--- config.mk ---
export PLATFORM = sky130hd
export DESIGN_NAME = serial_adder_ctrl
export DESIGN_NICKNAME = d
export VERILOG_FILES = /design/src/rtl/serial_adder_ctrl.sv
export SDC_FILE = /design/constraint.sdc
export NUM_CORES = 1
export LEC_CHECK = 0
export CELL_PAD_IN_SITES_DETAIL_PLACEMENT = 0
export CELL_PAD_IN_SITES_GLOBAL_PLACEMENT = 2
export CORE_MARGIN = 2
export CORE_UTILIZATION = 31
export CTS_CLUSTER_DIAMETER = 80
export DETAILED_ROUTE_END_ITERATION = 16
export GPL_TIMING_DRIVEN = 0
export MAX_ROUTING_LAYER = met4
export PLACE_DENSITY_LB_ADDON = 0.12
export SETUP_SLACK_MARGIN = 0.2
export SLEW_MARGIN = 40
export SYNTH_ARGS = -nofsm -noshare
export SYNTH_HDL_FRONTEND = slang
export SYNTH_SLANG_ARGS = --single-unit
--- constraint.sdc ---
create_clock -name clk -period 1.5 [get_ports clk]
set_input_delay 0.3 -clock clk [delete_from_list [all_inputs] [get_ports clk]]
set_output_delay 0.3 -clock clk [all_outputs]
set_load 0.01 [all_outputs]
--- src/rtl/serial_adder_ctrl.sv ---
// Bit-serial add/subtract controller.
// One full-adder cell is reused over WIDTH cycles, LSB first. Operands are
// captured on an accepted start; the result, carry-out and signed overflow
// are published together on the single DONE cycle and held until the next
// completed operation (or reset).
module serial_adder_ctrl #(
  parameter int WIDTH = 8
) (
  input  logic             clk,
  input  logic             reset,
  input  logic             start,
  input  logic [WIDTH-1:0] a,
  input  logic [WIDTH-1:0] b,
  input  logic             sub,
  input  logic             cin,
  output logic             busy,
  output logic             done,
  output logic [WIDTH-1:0] sum,
  output logic             cout,
  output logic             overflow
);

  localparam int CNT_W = $clog2(WIDTH) + 1;
  localparam logic [CNT_W-1:0] LAST_BIT = CNT_W'(WIDTH - 1);

  typedef enum logic [1:0] {
    IDLE = 2'd0,
    RUN  = 2'd1,
    DONE = 2'd2
  } state_t;

  state_t           state_q;
  logic [WIDTH-1:0] a_sh_q;
  logic [WIDTH-1:0] b_sh_q;
  logic             carry_q;
  logic [CNT_W-1:0] cnt_q;
  logic [WIDTH-1:0] res_q;
  logic [WIDTH-1:0] sum_q;
  logic             cout_q;
  logic             ovf_q;
  logic             busy_q;
  logic             done_q;

  logic             bit_s;
  logic             bit_c;
  logic [WIDTH-1:0] res_d;

  // Full-adder sum bit.
  function automatic logic fa_sum(input logic x, input logic y, input logic z);
    return x ^ y ^ z;
  endfunction

  // Full-adder carry bit (majority of the three inputs).
  function automatic logic fa_carry(input logic x, input logic y, input logic z);
    return (x & y) | (x & z) | (y & z);
  endfunction

  // Shared adder cell and the result register's next value (new bit enters at the MSB).
  always_comb begin
    bit_s = fa_sum(a_sh_q[0], b_sh_q[0], carry_q);
    bit_c = fa_carry(a_sh_q[0], b_sh_q[0], carry_q);
    res_d = {bit_s, res_q[WIDTH-1:1]};
  end

  // Controller FSM with datapath registers and registered handshake outputs.
  always_ff @(posedge clk) begin
    if (reset) begin
      state_q <= IDLE;
      a_sh_q  <= '0;
      b_sh_q  <= '0;
      carry_q <= 1'b0;
      cnt_q   <= '0;
      res_q   <= '0;
      sum_q   <= '0;
      cout_q  <= 1'b0;
      ovf_q   <= 1'b0;
      busy_q  <= 1'b0;
      done_q  <= 1'b0;
    end else begin
      case (state_q)
        IDLE: begin
          if (start) begin
            // Subtraction is A + ~B + 1: invert B now and force the carry-in.
            a_sh_q  <= a;
            b_sh_q  <= sub ? ~b : b;
            carry_q <= sub ? 1'b1 : cin;
            cnt_q   <= '0;
            busy_q  <= 1'b1;
            state_q <= RUN;
          end
        end
        RUN: begin
          carry_q <= bit_c;
          a_sh_q  <= a_sh_q >> 1;
          b_sh_q  <= b_sh_q >> 1;
          res_q   <= res_d;
          cnt_q   <= cnt_q + CNT_W'(1);
          if (cnt_q == LAST_BIT) begin
            // carry_q here is the carry into the MSB, bit_c the carry out of it.
            sum_q   <= res_d;
            cout_q  <= bit_c;
            ovf_q   <= carry_q ^ bit_c;
            busy_q  <= 1'b0;
            done_q  <= 1'b1;
            state_q <= DONE;
          end
        end
        DONE: begin
          done_q  <= 1'b0;
          state_q <= IDLE;
        end
        default: begin
          busy_q  <= 1'b0;
          done_q  <= 1'b0;
          state_q <= IDLE;
        end
      endcase
    end
  end

  assign busy     = busy_q;
  assign done     = done_q;
  assign sum      = sum_q;
  assign cout     = cout_q;
  assign overflow = ovf_q;

endmodule
## After elaboration in Yosys (flattened, before gate mapping)

Index checks and enable logic that the tools add are counted.

| storage, ports and cells | value |
|---|---|
| flip-flop bits (word level) | 43 |
| input port bits | 21 |
| word-level logic and storage cells | 53 |

| operators by class | value |
|---|---|
| add/subtract/negate cells | 1 |
| equality and inequality tests | 5 |
| muxes and demuxes | 18 |
| bitwise logic cells | 11 |
| reductions and logical operators | 7 |

Operators with widths:

| kind | number |
|---|---|
| case mux 8 bit (2 select lines) | 2 |
| 2-to-1 mux 8 bit | 3 |
| NOT 8 bit | 1 |
| case mux 4 bit (2 select lines) | 1 |
| AND reduction 2 bit | 4 |
| 2-to-1 mux 1 bit | 5 |
| adder 4 x 1 -> 4 bit (second input constant) | 1 |
| equality test 4 x 3 -> 1 bit (second input constant) | 1 |
| 2-to-1 mux 2 bit | 2 |
| 2-to-1 mux 4 bit | 1 |
| != test 2 bit (second input constant) | 2 |
| case mux 1 bit (2 select lines) | 2 |
| case mux 2 bit (2 select lines) | 1 |
| AND 1 bit | 3 |
| case mux 1 bit (3 select lines) | 1 |
| AND reduction 3 bit | 1 |
| bitwise XOR 1 bit | 3 |
| equality test 2 x 1 -> 1 bit (second input constant) | 1 |
| equality test 2 bit (second input constant) | 1 |
| zero test 2 bit | 1 |
| NOT 1 bit | 2 |
| OR 1 bit | 2 |
| nonzero test 2 bit | 1 |

## Depth between registers and ports, before layout

| logic depth | value |
|---|---|
| word-level depth | 4 |
| gate-level depth with buffers | 6 |

## Least setup slack after synthesis

Ideal clock, no wire load.

| timing | value |
|---|---|
| path type | register to register |
| start | register a_sh_q[0] |
| end | register ovf_q, in the netlist overflow |
| data arrival time | 1129 ps |
| data required time | 1409 ps |
| path slack | 280 ps |
| cell stages (with the launch flop) | 4 |
| buffers on the path | 0 |
| path through | dfxtp_1 fa_1 xnor2_1 a311oi_1 |

| between the ends | value |
|---|---|
| longest elaborated chain between the ends | 4 |
| elaborated cells on any way between the ends | 5 |
| classes of those cells | bitwise: 5 |

Ends and longest elaborated chain:

| what | line | text |
|---|---|---|
| from (decl) | 33 | `logic [WIDTH-1:0] a_sh_q;` |
| from (signal assigned) | 94 | `a_sh_q <= a_sh_q >> 1;` |
| AND 1 bit | 55 | `return (x & y) \| (x & z) \| (y & z);` |
| OR 1 bit (*) (2 in series) | 55 |  |
| net bit_c | 45 | `logic bit_c;` |
| bitwise XOR 1 bit (*) | 102 | `ovf_q <= carry_q ^ bit_c;` |
| to (signal assigned) | 102 |  |
| to (decl) | 40 | `logic ovf_q;` |

The timed path passes the listed nets; every way through them passes the cells marked *.
A chain may end at the register's enable or synchronous reset.

## Worst setup path in the final report

| timing | value |
|---|---|
| start | register state_q[1] |
| end | register cnt_q[3] |

| between the ends | value |
|---|---|
| longest elaborated chain between the ends | 3 |
| elaborated cells on any way between the ends | 6 |
| classes of those cells | eq/ne: 2; mux: 1; reduce/logical: 3 |

Ends and longest elaborated chain:

| what | line | text |
|---|---|---|
| from (decl) | 32 | `state_t state_q;` |
| from (signal assigned) | 68 | `state_q <= IDLE;` |
| from (signal assigned) | 89 | `state_q <= RUN;` |
| from (signal assigned) | 105 | `state_q <= DONE;` |
| equality test 2 x 1 -> 1 bit / zero test 2 bit (equally long branches) | 80 | `case (state_q)` |
| nonzero test 2 bit (no source line) / != test 2 bit (equally long branches) | - |  |
| AND reduction 2 bit (no source line) | - |  |
| to (signal assigned) | 97 | `cnt_q <= cnt_q + CNT_W'(1);` |
| to (decl) | 36 | `logic [CNT_W-1:0] cnt_q;` |

Parallel ways exist; a longest one is shown, timed or not.

==> run_summary.xml <==
<?xml version="1.0" encoding="UTF-8"?>
<metrics>
  <group name="placed_design">
    <metric name="post_dp_hpwl" unit="um">3010</metric>
    <metric name="port-buffer-count" unit="">30</metric>
    <metric name="placed_area" unit="um2">2230</metric>
    <metric name="gpl.final_weighted_congestion" unit="">0.699</metric>
  </group>
  <group name="cts">
    <metric name="cts.sinks" unit="">42</metric>
    <metric name="cts-root-buf" unit="">sky130_fd_sc_hd__clkbuf_8</metric>
    <metric name="tritoncts" unit="">done</metric>
    <metric name="cts_made_buffers" unit="">5</metric>
    <metric name="worst_setup_hold_path_clk_slew" unit="ps">80</metric>
    <metric name="cts_htree_levels" unit="">2</metric>
    <metric name="cts.path.max_buffers" unit="">2</metric>
    <metric name="clk-insertion-delay-late" unit="ps">290</metric>
  </group>
  <group name="timing">
    <metric name="timing.setup.tns" unit="ps">0</metric>
    <metric name="finalWorstPathRequiredPeriod" unit="ps">1240</metric>
    <metric name="final-setup-viol-count" unit="">0</metric>
    <metric name="final-hold-violation-count" unit="">0</metric>
    <metric name="clock-skew-final" unit="ps">7.54</metric>
    <metric name="worst_slew_margin_rel" unit="">0.680</metric>
    <metric name="finalCritPeriodShare" unit="">0.830</metric>
    <metric name="timing_worst_slew_pin_value" unit="ps">480</metric>
    <metric name="unrepaired_setup_endpoints_after_global_routing" unit="">yes</metric>
    <metric name="number_of_pins_with_negative_max_slew_slack_in_the_final_report" unit="">0</metric>
    <metric name="maximum_clock_frequency" unit="MHz">803</metric>
  </group>
  <group name="yosys">
    <metric name="synth.avg_cell_area" unit="um2">8.90</metric>
    <metric name="post-synth-top-area-cell" unit="">sky130_fd_sc_hd__dfxtp_1</metric>
    <metric name="post_synth_main_area_contributors" unit="">sky130_fd_sc_hd__dfxtp_1, sky130_fd_sc_hd__a21oi_1, sky130_fd_sc_hd__o221a_2, sky130_fd_sc_hd__nand2_1, sky130_fd_sc_hd__xnor2_1</metric>
    <metric name="synth-warning-count" unit="">0</metric>
    <metric name="yosysSeqAreaShare" unit="">0.458</metric>
    <metric name="syn-num-nets" unit="">229</metric>
    <metric name="synth_top_cell_area_share" unit="">0.458</metric>
    <metric name="yosys_register_bits" unit="">42</metric>
    <metric name="synthDistinctLibCells" unit="">35</metric>
    <metric name="synthesis.area" unit="um2">1830</metric>
    <metric name="synthCells" unit="">206</metric>
  </group>
  <group name="global_route">
    <metric name="maximum_number_of_pins_on_one_net_before_global_route_repair" unit="">13</metric>
    <metric name="antenna_found_initial" unit="">0</metric>
    <metric name="grt_usage" unit="">0.149</metric>
    <metric name="wire_length_of_the_first_global_routing_pass" unit="um">7280</metric>
    <metric name="grt_remaining_overflow" unit="">0</metric>
    <metric name="first_global_vias" unit="">1477</metric>
  </group>
  <group name="floorplan">
    <metric name="floorplan.die.width" unit="um">80.9</metric>
    <metric name="floorplan.io_pins" unit="">33</metric>
    <metric name="floorplan.core_area" unit="um2">5820</metric>
    <metric name="area_enclosed_by_the_die_boundary" unit="um2">6550</metric>
    <metric name="die_h" unit="um">80.9</metric>
    <metric name="start_util" unit="">0.315</metric>
    <metric name="std_cell_rows" unit="">28</metric>
  </group>
  <group name="layout">
    <metric name="n_fill_cell" unit="">650</metric>
    <metric name="multiInputGateArea" unit="um2">915</metric>
    <metric name="regArea" unit="um2">847</metric>
    <metric name="n_antenna_cell" unit="">0</metric>
    <metric name="num-nets-final" unit="">275</metric>
    <metric name="layout-drive-gt1-share" unit="">0.198</metric>
    <metric name="areaGrowthSynthToFinish" unit="%">33.6</metric>
    <metric name="post-route-cell-area" unit="um2">2450</metric>
  </group>
  <group name="worst_hold_path">
    <metric name="hold_path.class" unit="">reg -&gt; reg</metric>
  </group>
  <group name="worst_setup_path">
    <metric name="worstSetupStartpointType" unit="">flop</metric>
    <metric name="worst_setup_path_end_kind" unit="">flop</metric>
    <metric name="worstPathArrival" unit="ps">1460</metric>
    <metric name="critical_path_class" unit="">reg -&gt; reg</metric>
    <metric name="critical_path.max_fanout" unit="">6</metric>
    <metric name="cp_required" unit="ps">1720</metric>
  </group>
  <group name="routing">
    <metric name="vias_per_cell" unit="">4.97</metric>
    <metric name="drt_wl_total" unit="um">4500</metric>
    <metric name="via_count" unit="">1629</metric>
    <metric name="postRouteAntennaNets" unit="">0</metric>
    <metric name="wire_per_inst" unit="um">13.7</metric>
    <metric name="drt_iter0_markers" unit="">70</metric>
    <metric name="first_pass_iters" unit="">5</metric>
    <metric name="post-route-drc-count" unit="">0</metric>
  </group>
  <group name="job">
    <metric name="timing.max_cap.violations" unit="">0</metric>
  </group>
  <group name="run_status">
    <metric name="status" unit="">finished, final reports clean</metric>
  </group>
  <group name="power_and_ir_drop">
    <metric name="p_leak" unit="nW">0.941</metric>
    <metric name="power_per_cell_area" unit="nW/um2">931</metric>
    <metric name="max-vdd-ir-drop" unit="V">0.000305</metric>
  </group>
</metrics>
## final cells by class
cell class                 count  area share
clock buffer                   7      0.0352
tap                           75      0.0383
inverter                       3     0.00460
multi-input combinational    144       0.373
sequential                    42       0.346
timing repair buffer          39       0.152
buffer                        17      0.0485
clock inverter                 1     0.00204
## kinds of logic after synthesis
kind of cell | after synthesis | share of synthesized area
flops | 42 | 0.458
buf+inv | 20 | 0.0580
simple gates | 60 | 0.160
fa+ha+maj | 2 | 0.0177
compound gates | 73 | 0.263
xor+xnor | 9 | 0.0430
## state kept, by name (all words and copies together), names as in the netlist
signal    cells
overflow      1
busy          1
a_sh_q        8
done          1
carry_q       1
cnt_q         4
res_q         7
state_q       2
cout          1
b_sh_q        8
sum           8
## synth_stat cells, drive strengths merged
master  number
a311oi       1
inv          3
and3b        1
clkbuf       6
a211oi       2
o211a        1
buf         11
nand2       19
o21ba        1
a21oi       29
nand3b       2
xor2         1
o221a        8
and2b        1
or3          1
nand3       12
o21bai       2
ha           1
a31oi        1
o21ai       10
xnor2        8
o22ai        7
o31ai        1
fa           1
dfxtp       42
a221oi       1
nand2b       2
nor2b        8
nor3         2
a22oi        9
nor2        12
## cells in the final DEF (no fill, tap or decap), types with 2 or more instances in the layout
| cell | instances |
|---|---|
| sky130_fd_sc_hd__a211oi_1 | 2 |
| sky130_fd_sc_hd__a21oi_1 | 29 |
| sky130_fd_sc_hd__a22oi_1 | 9 |
| sky130_fd_sc_hd__buf_2 | 4 |
| sky130_fd_sc_hd__buf_4 | 8 |
| sky130_fd_sc_hd__buf_6 | 5 |
| sky130_fd_sc_hd__clkbuf_1 | 6 |
| sky130_fd_sc_hd__clkbuf_8 | 6 |
| sky130_fd_sc_hd__clkdlybuf4s50_1 | 17 |
| sky130_fd_sc_hd__dfxtp_1 | 37 |
| sky130_fd_sc_hd__dfxtp_2 | 5 |
| sky130_fd_sc_hd__dlygate4sd2_1 | 13 |
| sky130_fd_sc_hd__inv_1 | 3 |
| sky130_fd_sc_hd__nand2_1 | 18 |
| sky130_fd_sc_hd__nand3_1 | 12 |
| sky130_fd_sc_hd__nand3b_1 | 2 |
| sky130_fd_sc_hd__nor2_1 | 12 |
| sky130_fd_sc_hd__nor2b_1 | 7 |
| sky130_fd_sc_hd__nor3_1 | 2 |
| sky130_fd_sc_hd__o21ai_0 | 7 |
| sky130_fd_sc_hd__o21ai_1 | 2 |
| sky130_fd_sc_hd__o221a_2 | 8 |
| sky130_fd_sc_hd__o22ai_1 | 7 |
| sky130_fd_sc_hd__xnor2_1 | 8 |
## metal layers
metal | up-vias | global-route usage | routed length [um]
li1 | 829 | - | -
met5 | - | - | 0
met4 | 0 | 0.0559 | 39
met3 | 4 | 0.0278 | 181
met2 | 36 | 0.235 | 2160
met1 | 760 | 0.189 | 2120
## through the flow
step	hold WS [ps]	power (mW)	worst slack, ps	instances	utilization
after floorplan	437	1.41	280	206	-
after global placement	445	1.53	-281	311	0.383
after detailed placement	454	1.53	-273	311	0.383
after CTS	465	2.30	203	321	0.403
after global routing	480	2.40	163	328	0.421
final	460	2.28	255	328	0.421
## final timing paths
path	end	slack, ps	startpoint	cells past startpoint
max	cnt_q[3]	260	state_q[1]	5
max reg2reg	cnt_q[3]	260	state_q[1]	5
min	res_q[1]	460	res_q[1]	2
min reg2reg	res_q[1]	460	res_q[1]	2
## critical path: stages (launching register included)
cell and delay [ps]:
sky130_fd_sc_hd__dfxtp_2 320, sky130_fd_sc_hd__buf_6 120, sky130_fd_sc_hd__nand2b_4 140, sky130_fd_sc_hd__buf_8 120, sky130_fd_sc_hd__or3_1 310, sky130_fd_sc_hd__a31oi_1 170
## power by group
part / total, mW / switching (mW) / internal (mW) / leakage [nW]
Sequential: 1.20 / 0.0372 / 1.16 / 0.344
Clock: 0.751 / 0.379 / 0.372 / 0.0482
Combinational: 0.326 / 0.153 / 0.173 / 0.548
## what timing repair did
action	CTS	global route
gates resized for setup	22	19
hold buffers	0	0
setup buffers	2	5
pin swaps	2	5
setup endpoints to repair	44	27
endpoints found under the hold margin	0	0
gates cloned	0	2
Note: power is estimated with default switching activity, not from simulation.
